### src/rtl/adder_scheduler_if.sv
// -----------------------------------------------------------------------------
// adder_scheduler_if
// Bundles the requester handshake and the adder datapath control strobes that
// the scheduler drives.
//   master : scheduler side (drives grant/src_sel/controls, reads req)
//   slave  : requester/datapath side (drives req, reads everything else)
// Signals:
//   req[NREQ]      per-requester level request
//   grant[NREQ]    one-hot datapath owner, 0 when idle
//   src_sel[SELW]  index of the granted requester (operand mux steer)
//   aload..dload   datapath register load strobes
//   asel, bsel[2]  adder input selects
//   output_enable  datapath result valid
//   done           one-cycle completion pulse
//   busy           scheduler not idle
// -----------------------------------------------------------------------------
interface adder_scheduler_if #(
    parameter int unsigned NREQ = 4,
    parameter int unsigned SELW = 2
);
    logic [NREQ-1:0] req;
    logic [NREQ-1:0] grant;
    logic [SELW-1:0] src_sel;
    logic            aload;
    logic            bload;
    logic            cload;
    logic            dload;
    logic            asel;
    logic [1:0]      bsel;
    logic            output_enable;
    logic            done;
    logic            busy;

    modport master (
        input  req,
        output grant, src_sel, aload, bload, cload, dload,
        output asel, bsel, output_enable, done, busy
    );

    modport slave (
        output req,
        input  grant, src_sel, aload, bload, cload, dload,
        input  asel, bsel, output_enable, done, busy
    );
endinterface

### src/rtl/adder_scheduler.sv
// -----------------------------------------------------------------------------
// adder_scheduler
// Arbitrates NREQ requesters onto the shared four-operand adder and steps the
// datapath through GRANT -> LOAD -> ADD1 -> ADD2 -> ADD3 -> FIN. All outputs
// are registered and updated together with the state, so they are a pure
// function of the current state and latched grant.
// Ports:
//   i_clk       clock, rising edge
//   i_rst_n     asynchronous active-low reset
//   bus         adder_scheduler_if.master (req in; grant/src_sel/controls out)
//   o_op_count  completed-operation counter, wraps 255 -> 0
// Build option:
//   ADDER_SCHED_RR_EN  defined   : round-robin arbitration with pointer
//                      undefined : fixed priority, lowest index wins
// -----------------------------------------------------------------------------
module adder_scheduler #(
    parameter int unsigned NREQ = 4,
    parameter int unsigned SELW = 2
) (
    input  logic                i_clk,
    input  logic                i_rst_n,
    adder_scheduler_if.master   bus,
    output logic [7:0]          o_op_count
);

    typedef enum logic [2:0] {
        StIdle,
        StGrant,
        StLoad,
        StAdd1,
        StAdd2,
        StAdd3,
        StFin
    } state_e;

    state_e          r_state;
    logic [NREQ-1:0] r_grant;
    logic [SELW-1:0] r_src_sel;
    logic            r_loads;
    logic            r_asel;
    logic [1:0]      r_bsel;
    logic            r_oe;
    logic            r_done;
    logic            r_busy;
    logic [7:0]      r_op_count;

    logic            w_any;
    logic [SELW-1:0] w_win_idx;
    logic [NREQ-1:0] w_win_onehot;

`ifdef ADDER_SCHED_RR_EN
    logic [SELW-1:0] r_rr_ptr;
    logic [SELW-1:0] w_ptr_next;
    logic [SELW:0]   w_sum;
    logic [SELW-1:0] w_cand;
    logic            w_found;

    // Search starts at the pointer and wraps modulo NREQ; first hit wins.
    always_comb begin
        w_found   = 1'b0;
        w_win_idx = '0;
        w_sum     = '0;
        w_cand    = '0;
        for (int unsigned k = 0; k < NREQ; k++) begin
            w_sum = {1'b0, r_rr_ptr} + (SELW+1)'(k);
            if (w_sum >= (SELW+1)'(NREQ)) begin
                w_sum = w_sum - (SELW+1)'(NREQ);
            end
            w_cand = w_sum[SELW-1:0];
            if (!w_found && bus.req[w_cand]) begin
                w_found   = 1'b1;
                w_win_idx = w_cand;
            end
        end
    end

    assign w_ptr_next = (w_win_idx == SELW'(NREQ - 1)) ? '0 : w_win_idx + SELW'(1);
`else
    // Scan from the top so the lowest set index is the last write and wins.
    always_comb begin
        w_win_idx = '0;
        for (int k = NREQ - 1; k >= 0; k--) begin
            if (bus.req[SELW'(k)]) begin
                w_win_idx = SELW'(k);
            end
        end
    end
`endif

    assign w_any        = |bus.req;
    assign w_win_onehot = NREQ'(1) << w_win_idx;

    always_ff @(posedge i_clk or negedge i_rst_n) begin
        if (!i_rst_n) begin
            r_state    <= StIdle;
            r_grant    <= '0;
            r_src_sel  <= '0;
            r_loads    <= 1'b0;
            r_asel     <= 1'b0;
            r_bsel     <= 2'b00;
            r_oe       <= 1'b0;
            r_done     <= 1'b0;
            r_busy     <= 1'b0;
            r_op_count <= 8'd0;
`ifdef ADDER_SCHED_RR_EN
            r_rr_ptr   <= '0;
`endif
        end else begin
            unique case (r_state)
                StIdle: begin
                    if (w_any) begin
                        r_state   <= StGrant;
                        r_grant   <= w_win_onehot;
                        r_src_sel <= w_win_idx;
                        r_busy    <= 1'b1;
`ifdef ADDER_SCHED_RR_EN
                        r_rr_ptr  <= w_ptr_next;
`endif
                    end
                end
                // Operand mux settle cycle; next state asserts all loads.
                StGrant: begin
                    r_state <= StLoad;
                    r_loads <= 1'b1;
                end
                StLoad: begin
                    r_state <= StAdd1;
                    r_loads <= 1'b0;
                    r_asel  <= 1'b1;
                    r_bsel  <= 2'b00;
                end
                StAdd1: begin
                    r_state <= StAdd2;
                    r_asel  <= 1'b0;
                    r_bsel  <= 2'b01;
                end
                StAdd2: begin
                    r_state <= StAdd3;
                    r_asel  <= 1'b0;
                    r_bsel  <= 2'b10;
                end
                StAdd3: begin
                    r_state <= StFin;
                    r_bsel  <= 2'b00;
                    r_oe    <= 1'b1;
                    r_done  <= 1'b1;
                end
                StFin: begin
                    r_oe       <= 1'b0;
                    r_done     <= 1'b0;
                    r_op_count <= r_op_count + 8'd1;
                    // Pending requests chain straight into the next GRANT.
                    if (w_any) begin
                        r_state   <= StGrant;
                        r_grant   <= w_win_onehot;
                        r_src_sel <= w_win_idx;
                        r_busy    <= 1'b1;
`ifdef ADDER_SCHED_RR_EN
                        r_rr_ptr  <= w_ptr_next;
`endif
                    end else begin
                        r_state   <= StIdle;
                        r_grant   <= '0;
                        r_src_sel <= '0;
                        r_busy    <= 1'b0;
                    end
                end
                default: begin
                    r_state   <= StIdle;
                    r_grant   <= '0;
                    r_src_sel <= '0;
                    r_loads   <= 1'b0;
                    r_asel    <= 1'b0;
                    r_bsel    <= 2'b00;
                    r_oe      <= 1'b0;
                    r_done    <= 1'b0;
                    r_busy    <= 1'b0;
                end
            endcase
        end
    end

    assign bus.grant         = r_grant;
    assign bus.src_sel       = r_src_sel;
    assign bus.aload         = r_loads;
    assign bus.bload         = r_loads;
    assign bus.cload         = r_loads;
    assign bus.dload         = r_loads;
    assign bus.asel          = r_asel;
    assign bus.bsel          = r_bsel;
    assign bus.output_enable = r_oe;
    assign bus.done          = r_done;
    assign bus.busy          = r_busy;
    assign o_op_count        = r_op_count;

endmodule

### src/flat_wrapper.sv
// flat-port wrapper written by rule: the top's interface ports become plain ports
module adder_scheduler_flat 
#(
    parameter int unsigned NREQ = 4,
    parameter int unsigned SELW = 2
)
  (i_clk, i_rst_n, o_op_count, bus_req, bus_grant, bus_src_sel, bus_aload, bus_bload, bus_cload, bus_dload, bus_asel, bus_bsel, bus_output_enable, bus_done, bus_busy);
  adder_scheduler_if #(.NREQ(NREQ), .SELW(SELW)) bus_i ();
  input  logic i_clk;
  input  logic i_rst_n;
  output logic [7:0] o_op_count;
  input wire logic [$bits(bus_i.req)-1:0] bus_req;
  output wire logic [$bits(bus_i.grant)-1:0] bus_grant;
  output wire logic [$bits(bus_i.src_sel)-1:0] bus_src_sel;
  output wire logic [$bits(bus_i.aload)-1:0] bus_aload;
  output wire logic [$bits(bus_i.bload)-1:0] bus_bload;
  output wire logic [$bits(bus_i.cload)-1:0] bus_cload;
  output wire logic [$bits(bus_i.dload)-1:0] bus_dload;
  output wire logic [$bits(bus_i.asel)-1:0] bus_asel;
  output wire logic [$bits(bus_i.bsel)-1:0] bus_bsel;
  output wire logic [$bits(bus_i.output_enable)-1:0] bus_output_enable;
  output wire logic [$bits(bus_i.done)-1:0] bus_done;
  output wire logic [$bits(bus_i.busy)-1:0] bus_busy;
  assign bus_i.req = bus_req;
  assign bus_grant = bus_i.grant;
  assign bus_src_sel = bus_i.src_sel;
  assign bus_aload = bus_i.aload;
  assign bus_bload = bus_i.bload;
  assign bus_cload = bus_i.cload;
  assign bus_dload = bus_i.dload;
  assign bus_asel = bus_i.asel;
  assign bus_bsel = bus_i.bsel;
  assign bus_output_enable = bus_i.output_enable;
  assign bus_done = bus_i.done;
  assign bus_busy = bus_i.busy;
  adder_scheduler #(.NREQ(NREQ), .SELW(SELW)) u_core (.i_clk(i_clk), .i_rst_n(i_rst_n), .bus(bus_i), .o_op_count(o_op_count));
endmodule
### config.mk
export PLATFORM = sky130hd
export DESIGN_NAME = adder_scheduler_flat
export DESIGN_NICKNAME = d
export VERILOG_FILES = /design/src/rtl/adder_scheduler_if.sv /design/src/rtl/adder_scheduler.sv /design/src/flat_wrapper.sv
export SDC_FILE = /design/constraint.sdc
export NUM_CORES = 1
export LEC_CHECK = 0
export ABC_AREA = 1
export CAP_MARGIN = 20
export CORE_MARGIN = 3
export CORE_UTILIZATION = 40
export CTS_CLUSTER_DIAMETER = 50
export DETAILED_ROUTE_END_ITERATION = 6
export DONT_BUFFER_PORTS = 1
export PLACE_DENSITY = 0.62
export SLEW_MARGIN = 15
export SYNTH_ARGS = -nofsm -noshare
export SYNTH_HDL_FRONTEND = slang
export SYNTH_SLANG_ARGS = --single-unit
### constraint.sdc
create_clock -name i_clk -period 2.25 [get_ports i_clk]
set_input_delay 0.45 -clock i_clk [delete_from_list [all_inputs] [get_ports i_clk]]
set_output_delay 0.45 -clock i_clk [all_outputs]
set_load 0.05 [all_outputs]
---- Word level (Yosys, flattened, before mapping) ----
Index checks and enable logic that the tools add are counted.
storage, ports and cells
  logic and storage cells ................. 45
  register bits ........................... 23
  output and inout port bits .............. 24
cells by class
  equal/unequal tests ..................... 7
  shifts and indexed selects .............. 1
  bitwise operators ....................... 1
  $add $sub $neg .......................... 1
  reductions and logical operators ........ 8
  muxes and demuxes ....................... 18
operators by type and width
  kind                   count
  $pmux W3 S7            1
  $reduce_or A5 Y1       3
  $pmux W2 S3            2
  $pmux W4 S3            1
  $eq A3 B3 Y1 const B   3
  $add A8 B1 Y8 const B  1
  $mux W2                4
  $mux W4                2
  $reduce_or A4 Y1       2
  $eq A3 B2 Y1 const B   2
  $pmux W1 S2            3
  $shl A1 B2 Y4 const A  1
  $eq A3 B1 Y1 const B   1
  $logic_not A3 Y1       1
  $mux W1                3
  $mux W3                1
  $pmux W1 S3            1
  $reduce_or A3 Y1       1
  $ne A2 B1 Y1 const B   1
  $reduce_and A2 Y1      1
  $not A1 Y1             1

---- Logic depth before layout (Yosys ltp) ----
  depth in word-level cells ............... 5
  gate-level depth with buffers ........... 7
  depth with buffers taken out ............ 7

---- Least setup slack after synthesis ----
OpenSTA, ideal clock, no wires.
  path kind ............................... register to output
  start ................................... register u_core.r_loads, in the netlist u_core.bus.aload
  end ..................................... output bus_bload
  required time ........................... 1.800 ns
  setup slack ............................. 0.860 ns
  data arrival time ....................... 0.940 ns
  stages on the path, launching flop included .. 2
  cells stage by stage .................... dfrtp_1 -> buf_4
RTL lines
  element                 line                    text
  start, declared         adder_scheduler.sv:39   logic r_loads;
  start signal, assigned  adder_scheduler.sv:98   r_loads <= 1'b0;
  start signal, assigned  adder_scheduler.sv:124  r_loads <= 1'b1;
  start signal, assigned  adder_scheduler.sv:128  r_loads <= 1'b0;
  end, declared           flat_wrapper.sv:16      output wire logic [$bits(bus_i.bload)-1:0] bus_bload;
No word-level cell between the ends.

---- Worst setup path after layout ----
  start ................................... register u_core.r_loads, in the netlist u_core.bus.aload
  end ..................................... output bus_aload
RTL lines
  element        line                text
  end, declared  flat_wrapper.sv:15  output wire logic [$bits(bus_i.aload)-1:0] bus_aload;
No word-level cell between the ends.

==> summary.md <==
| Metric | Value |
|---|---|
| CP max stage delay | `0.47 ns` |
| Antenna violations before repair | `0` |
| Critical path's top delay family | `buffers and inverters` |
| Clock sink total | `19` |
| Syn_area_per_cell | `between 7 and 8 um^2` |
| Antenna cells | `0` |
| Synth warn | `0` |
| Drt first pass iters | `5` |
| Clock Root Buffer | `clkbuf_4` |
| Syn Std Cell Area | `around 990 um^2` |
| Hold crit path type | `primary input to flip-flop` |
| I/O Pins | `30` |
| Post-detail-place hpwl | `1.36 mm` |
| DIE WIDTH | `between 50 and 60 um` |
| Post-Layout Cell Count | `approximately 160` |
| Final Cycle Share | `between 70 and 80%` |
| Tot Pwr | `between 1.5 and 2 mW` |
| DR vias/cell | `approximately 4.8` |
| # hold bufs at CTS | `1` |
| P per Cell Area | `between 1500 and 2000 mW/mm^2` |
| Number of buffers created by CTS | `3` |
| Slew @ Worst Pin | `0.868 ns` |
| Max_slew headroom | `about two fifths` |
| Number of flops mapped to enable cells by yosys | `0` |
| # rows | `17` |
| Worst path bufs/invs | `1` |
| Chip height | `between 50 and 60 um` |
| Clock Power Share | `approximately a tenth` |
| Final setup fails | `0` |
| Status | `finished, final reports clean` |
| 1st-iter DRT viols | `20` |
| Setup TNS | `0 ns` |
| Worst VDD drop | `0.000940 V` |
| Final antenna-violating net count | `0` |
| Syn-to-layout area delta | `4.91%` |
| Lkg Pwr | `approximately 0.55 nW` |
| Clock Path Buffers | `2` |
| RePlAce Congestion | `0.859` |
| Cell variety after synth | `22` |
| Final min period | `around 1.6 ns` |
| Worst EP required | `roughly 1.8 ns` |
| Comb power frac | `a little under half` |
| TritonCTS clock tree | `built` |
| Hold Vio Cnt, Final | `0` |
| Most frequent cells in the layout | `nand2_1 (46), dfrtp_1 (18), inv_1 (14)` |
| Post-Route WL | `~1.9 mm` |
| Peak Freq | `about 630 MHz` |
| # port buffers | `0` |
| Largest net degree at the start of global routing | `20` |
| Internal Power | `between 700 and 800 uW` |
| CP Cell Sequence | `buf_4` |
| CP endpoint kind | `output pin` |
| Top_reg_cell synth | `dfrtp_1` |
| CORE AREA | `~0.0023 mm^2` |
| # nets final | `137` |
| Placed insts | `around 150` |
| Total gr overflow | `0` |
| Register bit total from synthesis | `19` |
| Via count | `approximately 750` |
| CP arrival | `between 1 and 1.5 ns` |
| RSZ-0062 raised after global routing | `no` |
| Clock-pin slew on the worst setup and hold paths | `around 0.11 ns` |
| Vias in the first global route | `approximately 750` |
| # DRC | `0` |
| Tot GR Track Use | `13.1%` |
| Post-synthesis async set-or-reset flop share | `between 90% and 100%` |
| First-pass GRT wire length | `roughly 3.2 mm` |
| Sw Share | `58.1%` |
| WL/cell | `about 12 um` |
| NetSw | `1.02 mW` |
| Crit start category | `flip-flop` |
| Starting Density | `a little over two fifths` |
| Share of the synthesized area in the top cell type | `a little under half` |
| Sequential fraction of design power | `44.2%` |
| Share of cells above drive strength 1 | `a little under an eighth` |
| H-tree Lvls | `1` |
| Cell taking the most area after synthesis | `dfrtp_1` |
| Clk Latency, worst-skew pair | `roughly 0.3 ns` |
| Crit Path Category | `flip-flop to output pin` |
| Die ar. | `~0.0031 mm^2` |
| Maximum fanout along the worst path | `5` |
| Synth top area cells | `dfrtp_1 (48%), nand2_1 (17%), buf_4 (6.0%)` |
| Post-CTS sizing | `0` |
| Post-synthesis sequential area ratio | `between 40% and 50%` |
| Most common cell after layout, fill and taps aside | `nand2_1` |
| Slowest-stage cell, CP | `buf_4` |
| Skew final | `approximately 0.0025 ns` |
| Synthesized instance count | `roughly 130` |
| # Max-Cap Violations | `0` |
| Post-CTS setup buffer count | `0` |
| Slew Limit Fails | `0` |
[final cells by class]
| class | count | area [um^2] |
|---|---|---|
| fill | 221 | 1230 |
| sequential | 19 | 477 |
| multi-input combinational | 85 | 398 |
| timing repair buffer | 7 | 55.1 |
| inverter | 14 | 52.6 |
| tap | 28 | 35.0 |
| clock buffer | 4 | 26.3 |
[worst paths after layout]
check	from	endpoint	slack, ns	depth (start not counted)
worst max-delay path	u_core.bus.aload	bus_aload	0.67	1
worst min-delay path	bus_req[0]	u_core.bus.grant[0]	0.29	2
worst max register to register	u_core.o_op_count[0]	u_core.o_op_count[5]	0.73	5
worst min register to register	u_core.o_op_count[2]	u_core.o_op_count[2]	0.55	1
max in group asynchronous	i_rst_n	u_core.bus.aload	0.97	1
min in group asynchronous	i_rst_n	u_core.o_op_count[5]	0.70	1
[power groups by stage]
stage | Sequential (mW) | Combinational [mW] | Clock (mW)
final | 0.777 | 0.800 | 0.179
after CTS | 0.778 | 0.807 | 0.187
after global placement | 0.779 | 0.785 | 0
after detailed placement | 0.784 | 0.795 | 0
after floorplan | 0.902 | 0.593 | 0
after global routing | 0.798 | 0.885 | 0.204
[metal layers]
layer | share of wire [%] | up-vias | GRT usage (%)
met2 | 49 | 24 | 21.5
met5 | 0 | - | 0
li1 | - | 383 | -
met4 | 1.5 | 0 | 5.42
met1 | 42 | 335 | 14.5
met3 | 7.5 | 4 | 6.26
[registers in the layout, summed over array words and instances (netlist names)]
signal and cells:
u_core.bus.aload 1, u_core.bus.grant 2, u_core.bus.output_enable 1, u_core.o_op_count 8, u_core.bus.busy 1, u_core.bus.bsel 2
u_core.r_state 3, u_core.bus.asel 1
[synth_stat cells, drive strengths merged (2+ instances only)]
cell type and n:
buf 10, dfrtp 19, inv 14, nand2 48, nand3 10, nor2 10, o21ai 6, xnor2 2
[logic make-up (layout without fill, tap and decap cells)]
family / Yosys count / count (layout) / share of synthesized area (%)
adder cells (fa/ha/maj): 1 / 1 / 1.26
buffers and inverters: 24 / 25 / 13.0
other: 1 / 3 / 0.377
flip-flops: 19 / 19 / 47.8
AND/OR/NAND/NOR: 68 / 68 / 28.9
AO/OA/AOI/OAI: 10 / 10 / 6.04
XOR/XNOR: 3 / 3 / 2.64
[through the flow]
stage / utilization (%) / cell area, um^2 / hold slack, ns / setup slack, ns
final: 45.8 / 1040 / 0.290 / 0.665
after detailed placement: 44.3 / 1010 / 0.155 / 0.744
after CTS: 45.8 / 1040 / 0.282 / 0.647
after global routing: 45.8 / 1040 / 0.281 / 0.615
after floorplan: - / 1000 / 0.154 / 0.860
after global placement: 44.3 / 1010 / 0.155 / 0.825
Power figures use the tool's default switching activity.
